==> src/rtl/mu0_mem_pkg.sv <==
// Shared types and default sizes for the MU0 block-RAM arbiter slice.
// Port 0 is the CPU, port 1 is the debug/loader interface.
package mu0_mem_pkg;

    localparam int ADDR_W = 12;
    localparam int DATA_W = 16;

    typedef logic port_id_t;

    localparam port_id_t PORT_CPU = 1'b0;
    localparam port_id_t PORT_DBG = 1'b1;

    typedef struct packed {
        logic              write;
        logic [ADDR_W-1:0] addr;
        logic [DATA_W-1:0] wdata;
    } mem_req_t;

endpackage

==> src/rtl/rr_arb2.sv <==
// Two-way arbiter for the RAM: round-robin by default, or port 0 always
// wins when FIXED_PRIORITY is set. Grants are forced off while rst is high.
module rr_arb2
    import mu0_mem_pkg::*;
#(
    parameter bit FIXED_PRIORITY = 1'b0
) (
    input  logic       clk,
    input  logic       rst,
    input  logic [1:0] req,
    output logic [1:0] gnt
);

    port_id_t last_grant;

    // Reset to port 1 so that port 0 wins the first contention.
    always_ff @(posedge clk) begin
        if (rst) begin
            last_grant <= PORT_DBG;
        end else if (|gnt) begin
            last_grant <= port_id_t'(gnt[1]);
        end
    end

    always_comb begin
        gnt = 2'b00;
        if (!rst) begin
            if (req == 2'b11) begin
                if (FIXED_PRIORITY || (last_grant == PORT_DBG)) begin
                    gnt = 2'b01;
                end else begin
                    gnt = 2'b10;
                end
            end else begin
                gnt = req;
            end
        end
    end

endmodule

==> src/rtl/ram_arbiter_2port.sv <==
// Shares one single-port block RAM between the CPU and the debug port:
// one access per cycle, read data returned a cycle later with a per-port strobe.
module ram_arbiter_2port
    import mu0_mem_pkg::*;
#(
    parameter int ADDR_W         = mu0_mem_pkg::ADDR_W,
    parameter int DATA_W         = mu0_mem_pkg::DATA_W,
    parameter bit FIXED_PRIORITY = 1'b0
) (
    input  logic              clk,
    input  logic              rst,

    input  logic              p0_req,
    input  logic              p0_write,
    input  logic [ADDR_W-1:0] p0_addr,
    input  logic [DATA_W-1:0] p0_wdata,
    output logic              p0_ack,
    output logic              p0_rvalid,
    output logic [DATA_W-1:0] p0_rdata,

    input  logic              p1_req,
    input  logic              p1_write,
    input  logic [ADDR_W-1:0] p1_addr,
    input  logic [DATA_W-1:0] p1_wdata,
    output logic              p1_ack,
    output logic              p1_rvalid,
    output logic [DATA_W-1:0] p1_rdata,

    output logic [ADDR_W-1:0] ram_address,
    output logic              ram_write,
    output logic              ram_read,
    output logic [DATA_W-1:0] ram_writedata,
    input  logic [DATA_W-1:0] ram_readdata
);

    logic [1:0] gnt;
    logic       sel_write;
    logic       rd_pend;
    port_id_t   rd_owner;

    rr_arb2 #(
        .FIXED_PRIORITY(FIXED_PRIORITY)
    ) u_arb (
        .clk (clk),
        .rst (rst),
        .req ({p1_req, p0_req}),
        .gnt (gnt)
    );

    // With no grant the RAM still sees port 0's fields, but no strobe.
    always_comb begin
        ram_address   = p0_addr;
        ram_writedata = p0_wdata;
        sel_write     = 1'b0;
        if (gnt[1]) begin
            ram_address   = p1_addr;
            ram_writedata = p1_wdata;
            sel_write     = p1_write;
        end else if (gnt[0]) begin
            sel_write = p0_write;
        end
        ram_write = sel_write;
        ram_read  = (|gnt) & ~sel_write;
    end

    assign p0_ack = gnt[0];
    assign p1_ack = gnt[1];

    always_ff @(posedge clk) begin
        if (rst) begin
            rd_pend  <= 1'b0;
            rd_owner <= PORT_CPU;
        end else begin
            rd_pend <= ram_read;
            if (ram_read) begin
                rd_owner <= port_id_t'(gnt[1]);
            end
        end
    end

    // Masking with rst drops a return whose read was acked just before reset.
    assign p0_rvalid = rd_pend & ~rst & (rd_owner == PORT_CPU);
    assign p1_rvalid = rd_pend & ~rst & (rd_owner == PORT_DBG);
    assign p0_rdata  = ram_readdata;
    assign p1_rdata  = ram_readdata;

endmodule

==> config.mk <==
export PLATFORM = sky130hd
export DESIGN_NAME = ram_arbiter_2port
export DESIGN_NICKNAME = d
export VERILOG_FILES = /design/src/rtl/mu0_mem_pkg.sv /design/src/rtl/rr_arb2.sv /design/src/rtl/ram_arbiter_2port.sv
export SDC_FILE = /design/constraint.sdc
export NUM_CORES = 1
export LEC_CHECK = 0
export ABC_CLOCK_PERIOD_IN_PS = 1600
export CORE_ASPECT_RATIO = 1.5
export CORE_MARGIN = 2
export CORE_UTILIZATION = 22
export DETAILED_ROUTE_END_ITERATION = 12
export PLACE_DENSITY = 0.82
export RECOVER_POWER = 50
export SETUP_SLACK_MARGIN = 0.2
export SYNTH_ARGS = -nofsm -noshare
export SYNTH_HDL_FRONTEND = slang
export SYNTH_SLANG_ARGS = --single-unit
export TNS_END_PERCENT = 1
==> constraint.sdc <==
create_clock -name clk -period 1.6 [get_ports clk]
set_input_delay 0.32 -clock clk [delete_from_list [all_inputs] [get_ports clk]]
set_output_delay 0.32 -clock clk [all_outputs]
set_load 0.01 [all_outputs]
# == Word level (Yosys, flattened, before mapping) ==
# Index checks and enable logic that the tools add are counted.
# W data, S select, Z words.
# classes
muxes,7
bitwise_logic,7
eq_ne,1
n_reduce_logical,1
# ops
cell,n
$mux W16,1
$mux W12,1
$mux W2,3
$and A1 B1 Y1,4
$not A1 Y1,3
$eq A2 B2 Y1 const B,1
$mux W1,2
$reduce_or A2 Y1,1
# totals
reg_bits,3

# == Longest topological paths before layout ==
# logic_depth
depth_word,7
ltp_mapped,5
ltp_nobuf,4

# == Hierarchy ==
# Synthesis repeated with hierarchy kept, for this count alone.
# hier_totals
cells_unflattened,84
hier_area_um2,752.0
# modules_own_cells
mod,cells_each,instances,area_each_um2
ram_arbiter_2port,76,1,691.9
rr_arb2,8,1,60.1

# == Least setup slack after synthesis ==
# Ideal clock, no wire load.
# synth_path
path_kind,reg-to-output
from,register u_arb.last_grant
to,output ram_write
slack_ns,0.138
t_required_ns,1.280
arrival_ns,1.142
n_path_buf,0
stages_incl_launch_ff,4
cell_sequence,dfxtp_1 > and2b_2 > nor3b_1 > a22o_1
# synth_via
elab_chain_cells,5
# synth_rtl
item,line,text
from (decl),rr_arb2.sv:14,port_id_t last_grant;
from (signal assigned),rr_arb2.sv:21,last_grant <= port_id_t'(gnt[1]);
$mux W2,rr_arb2.sv:29,if (FIXED_PRIORITY || (last_grant == PORT_DBG)) begin
$mux W2,rr_arb2.sv:28,if (req == 2'b11) begin
$mux W2,rr_arb2.sv:27,if (!rst) begin
net p0_ack,ram_arbiter_2port.sv:17,"output logic p0_ack,"
$mux W1,ram_arbiter_2port.sv:59,end else if (gnt[0]) begin
$mux W1,ram_arbiter_2port.sv:55,if (gnt[1]) begin
to (decl),ram_arbiter_2port.sv:30,"output logic ram_write,"
# The timed path passes the listed nets, and every way through them passes these cells.

# == Worst setup path in the final report ==
# layout_path
from,input rst
to,output ram_address[2]
# layout_via
elab_chain_cells,2
# layout_rtl
item,line,text
from (decl),ram_arbiter_2port.sv:11,"input logic rst,"
$mux W2,rr_arb2.sv:27,
$mux W12,ram_arbiter_2port.sv:55,
to (decl),ram_arbiter_2port.sv:29,"output logic [ADDR_W-1:0] ram_address,"
# No other way between the ends.

==> results.md <==
- Worst r2r dst: rd_pend$_SDFF_PP0_
- Clk_lat worst skew: 0.22 ns
- Share of post-route cells with drive strength above 1: 0.571
- Largest net degree at the start of global routing: 9
- Final GP Congestion: 0.664
- Area after DPL: 1700 µm²
- Synth Area in XOR/XNOR: 0
- # setup viols final: 30
- R2R Setup Slk: 0.47 ns
- Type of the worst setup path: input port to primary output
- Cts bufs inserted: 3
- Maximum clock frequency: 0.570 GHz
- PortBufs: 95
- Area Growth Syn to Fin: 110%
- Post-synthesis compound-gate area fraction: 0.0464
- Final Worst Setup Slack: -0.153 ns
- Drt pass-1 iters: 4
- H-tree depth: 1
- Commonest non-fill, non-tap cell in the layout: clkdlybuf4s50_1
- Worst hold margin: 0.396 ns
- Status: finished with violations
- Worst vdd ir: 0.471 mV
- Post-DR wirelength/cell: 14.1 µm
- Pwr/cell area: 444 nW/µm²
- Synth Warn #: 0
- First-pass GRT wire length: 3870 µm
- Initial antenna violation count: 0
- Core box area: 3720 µm²
- Final clock skew: 0.00257 ns
- Die height: 80.7 µm
- Mux contribution to synthesized area: 0.478
- Critical Path Start Type: input port
- Worst-path cell chain: clkdlybuf4s15_2 -> inv_2 -> nand3_4 -> buf_6 -> buf_16 -> mux2_4 -> buf_6
- DP HPWL: 2320 µm
- # DRC: 0
- CTS Sinks: 3
- Post-synthesis simple-gate area fraction: 0.0710
- Synth Register Bits: 3
- Worst path max stage delay: 0.30 ns
- Nets: 242
- R2R depth: 4
- Max transition margin: 0.855
- Fin. Hold Viols: 0
- Initial DRC Count: 1
- Max-slew violations: 0
- Slowest cell on crit path: mux2_4
- Number of max-cap violations: 0
- Register area share after synthesis: 0.0696
- Arrival @ worst endpoint: 1.43 ns
- Crit-path max FO: 5
- Hold Startpoint: p1_req
- Num ports: 144
- Cells after Synth: 82
- Vias in the first global route: 832
- Die area: 4450 µm²
- Failing checks: negative setup slack
- Row cnt: 27
- Leakage power: 0.889 nW
- Post-synthesis net count: 160
- Worst-Margin Slew: 0.216 ns
- Congestion Overflow GR: 0
- RSZ-0062 raised after global routing: true
- Adder-cell share of the synthesized area: 0
- Routed vias: 879
- Clock tree buffer depth: 2
- Final period util: 1.10
- Most frequent cells in the layout: clkdlybuf4s50_1 (58), buf_6 (27), mux2_4 (26)
- Placement Setup Slack: -0.753 ns
- Worst hold path type: input port to register
- DR vias/cell: 4.27
- Mean Syn Cell Area: 10.5 µm²
- CTS tree: yes
- Cell mode on critical path: buf_6
- Hold Crit Depth: 3
- DRT Wirelength: 2910 µm
- Hold Path Sink: u_arb.last_grant$_SDFFE_PP1P_
- Clk pin slew, worst setup/hold paths: 0.03 ns
- Die X: 55.2 µm
- Core Util, Final: 0.489
- Design Area, Final: 1820 µm²
- Fin crit period: 1.75 ns
- Post-synth cell types: 17
- Initial Utilization: 0.232
- CP required: 1.28 ns
- Combinational family with the most area after synthesis: multiplexers
- Mapped cell area: 863 µm²
- Root buffer selected by CTS: clkbuf_8
- GR Util All Layers: 0.119
- Antenna fix cells: 0
- Antenna viol nets, final: 0
- Crit. End Element: primary output
- Worst reg2reg startpoint: u_arb.last_grant$_SDFFE_PP1P_
[per-stage QoR]
| stage | power (mW) | TNS [ns] | cells |
|---|---|---|---|
| global route | 0.849 | -4.67 | 206 |
| CTS | 0.807 | -3.68 | 205 |
| detailed placement | 0.559 | -23.60 | 196 |
| global placement | 0.552 | -22.89 | 196 |
| finish | 0.807 | -3.20 | 206 |
| floorplan | 0.339 | 0 | 82 |
[how the worst max path moves through the flow]
stage / startpoint / endpoint / slack [ns] / cells past startpoint
floorplan: u_arb.last_grant$_SDFFE_PP1P_ / ram_address[0] / 0.26 / 4
global placement: p0_req / ram_writedata[0] / -0.72 / 6
detailed placement: p0_req / ram_address[4] / -0.75 / 6
CTS: u_arb.last_grant$_SDFFE_PP1P_ / ram_address[4] / -0.17 / 6
global route: u_arb.last_grant$_SDFFE_PP1P_ / ram_address[8] / -0.20 / 6
finish: rst / ram_address[2] / -0.15 / 7
[flip-flops by register name, indices dropped and copies added, names as in the netlist]
signal,count
rd_owner,1
rd_pend,1
u_arb.last_grant,1
[cell families (layout without fill, tap and decap cells)]
group                  count (synthesis)  in the layout
AO/OA/AOI/OAI                          5              5
buffers and inverters                 38            119
flip-flops                             3              3
multiplexers                          28             28
AND/OR/NAND/NOR                        8              8
[cell type report]
class / instances / area (µm²)
fillers: 355 / 1900
inverters: 3 / 11.3
well taps: 43 / 53.8
multi-input cells: 41 / 533
clock buffers: 4 / 45.0
flip-flops and latches: 3 / 61.3
repair buffers: 112 / 1110
[cell usage after synthesis]
cell type	instances	area, µm²
o2bb2ai_1	2	17.5
and2b_2	1	8.76
mux2_4	26	390
buf_6	2	22.5
a22o_1	1	8.76
mux2_2	2	22.5
inv_2	1	3.75
nand2_1	2	7.51
o21ai_0	1	5.00
buf_8	1	15.0
nor3b_1	2	15.0
buf_4	32	240
dfxtp_1	3	60.1
o32ai_1	1	8.76
inv_1	2	7.51
nand3_4	1	17.5
and3_1	2	12.5
[layer usage]
layer | share of wire | track usage | vias up | wire (µm)
met5 | 0 | 0 | - | 0
met4 | 0.0041 | 0.0415 | 0 | 12
met3 | 0.11 | 0.0372 | 4 | 333
met2 | 0.58 | 0.218 | 59 | 1690
met1 | 0.30 | 0.122 | 400 | 872
li1 | - | - | 416 | -
[power breakdown]
group	switching, mW	internal, mW	total [mW]
registers	0.00251	0.0810	0.0835
clock network	0.0565	0.170	0.227
logic	0.147	0.350	0.497
total	0.206	0.601	0.807
[worst max-delay path, delay by kind of cell]
| family | cells | cell delay [ns] |
|---|---|---|
| mux | 1 | 0.30 |
| simple gates | 1 | 0.11 |
| buf+inv | 5 | 0.69 |
[repair_timing]
item	CTS	global route
resized for setup	167	8
cloned	1	0
hold buffers	0	0
pin swaps	2	1
buffers inserted	4	1
endpoints found under the hold margin	0	0
endpoints found under the setup margin	36	32
(Power assumes the default switching activity.)
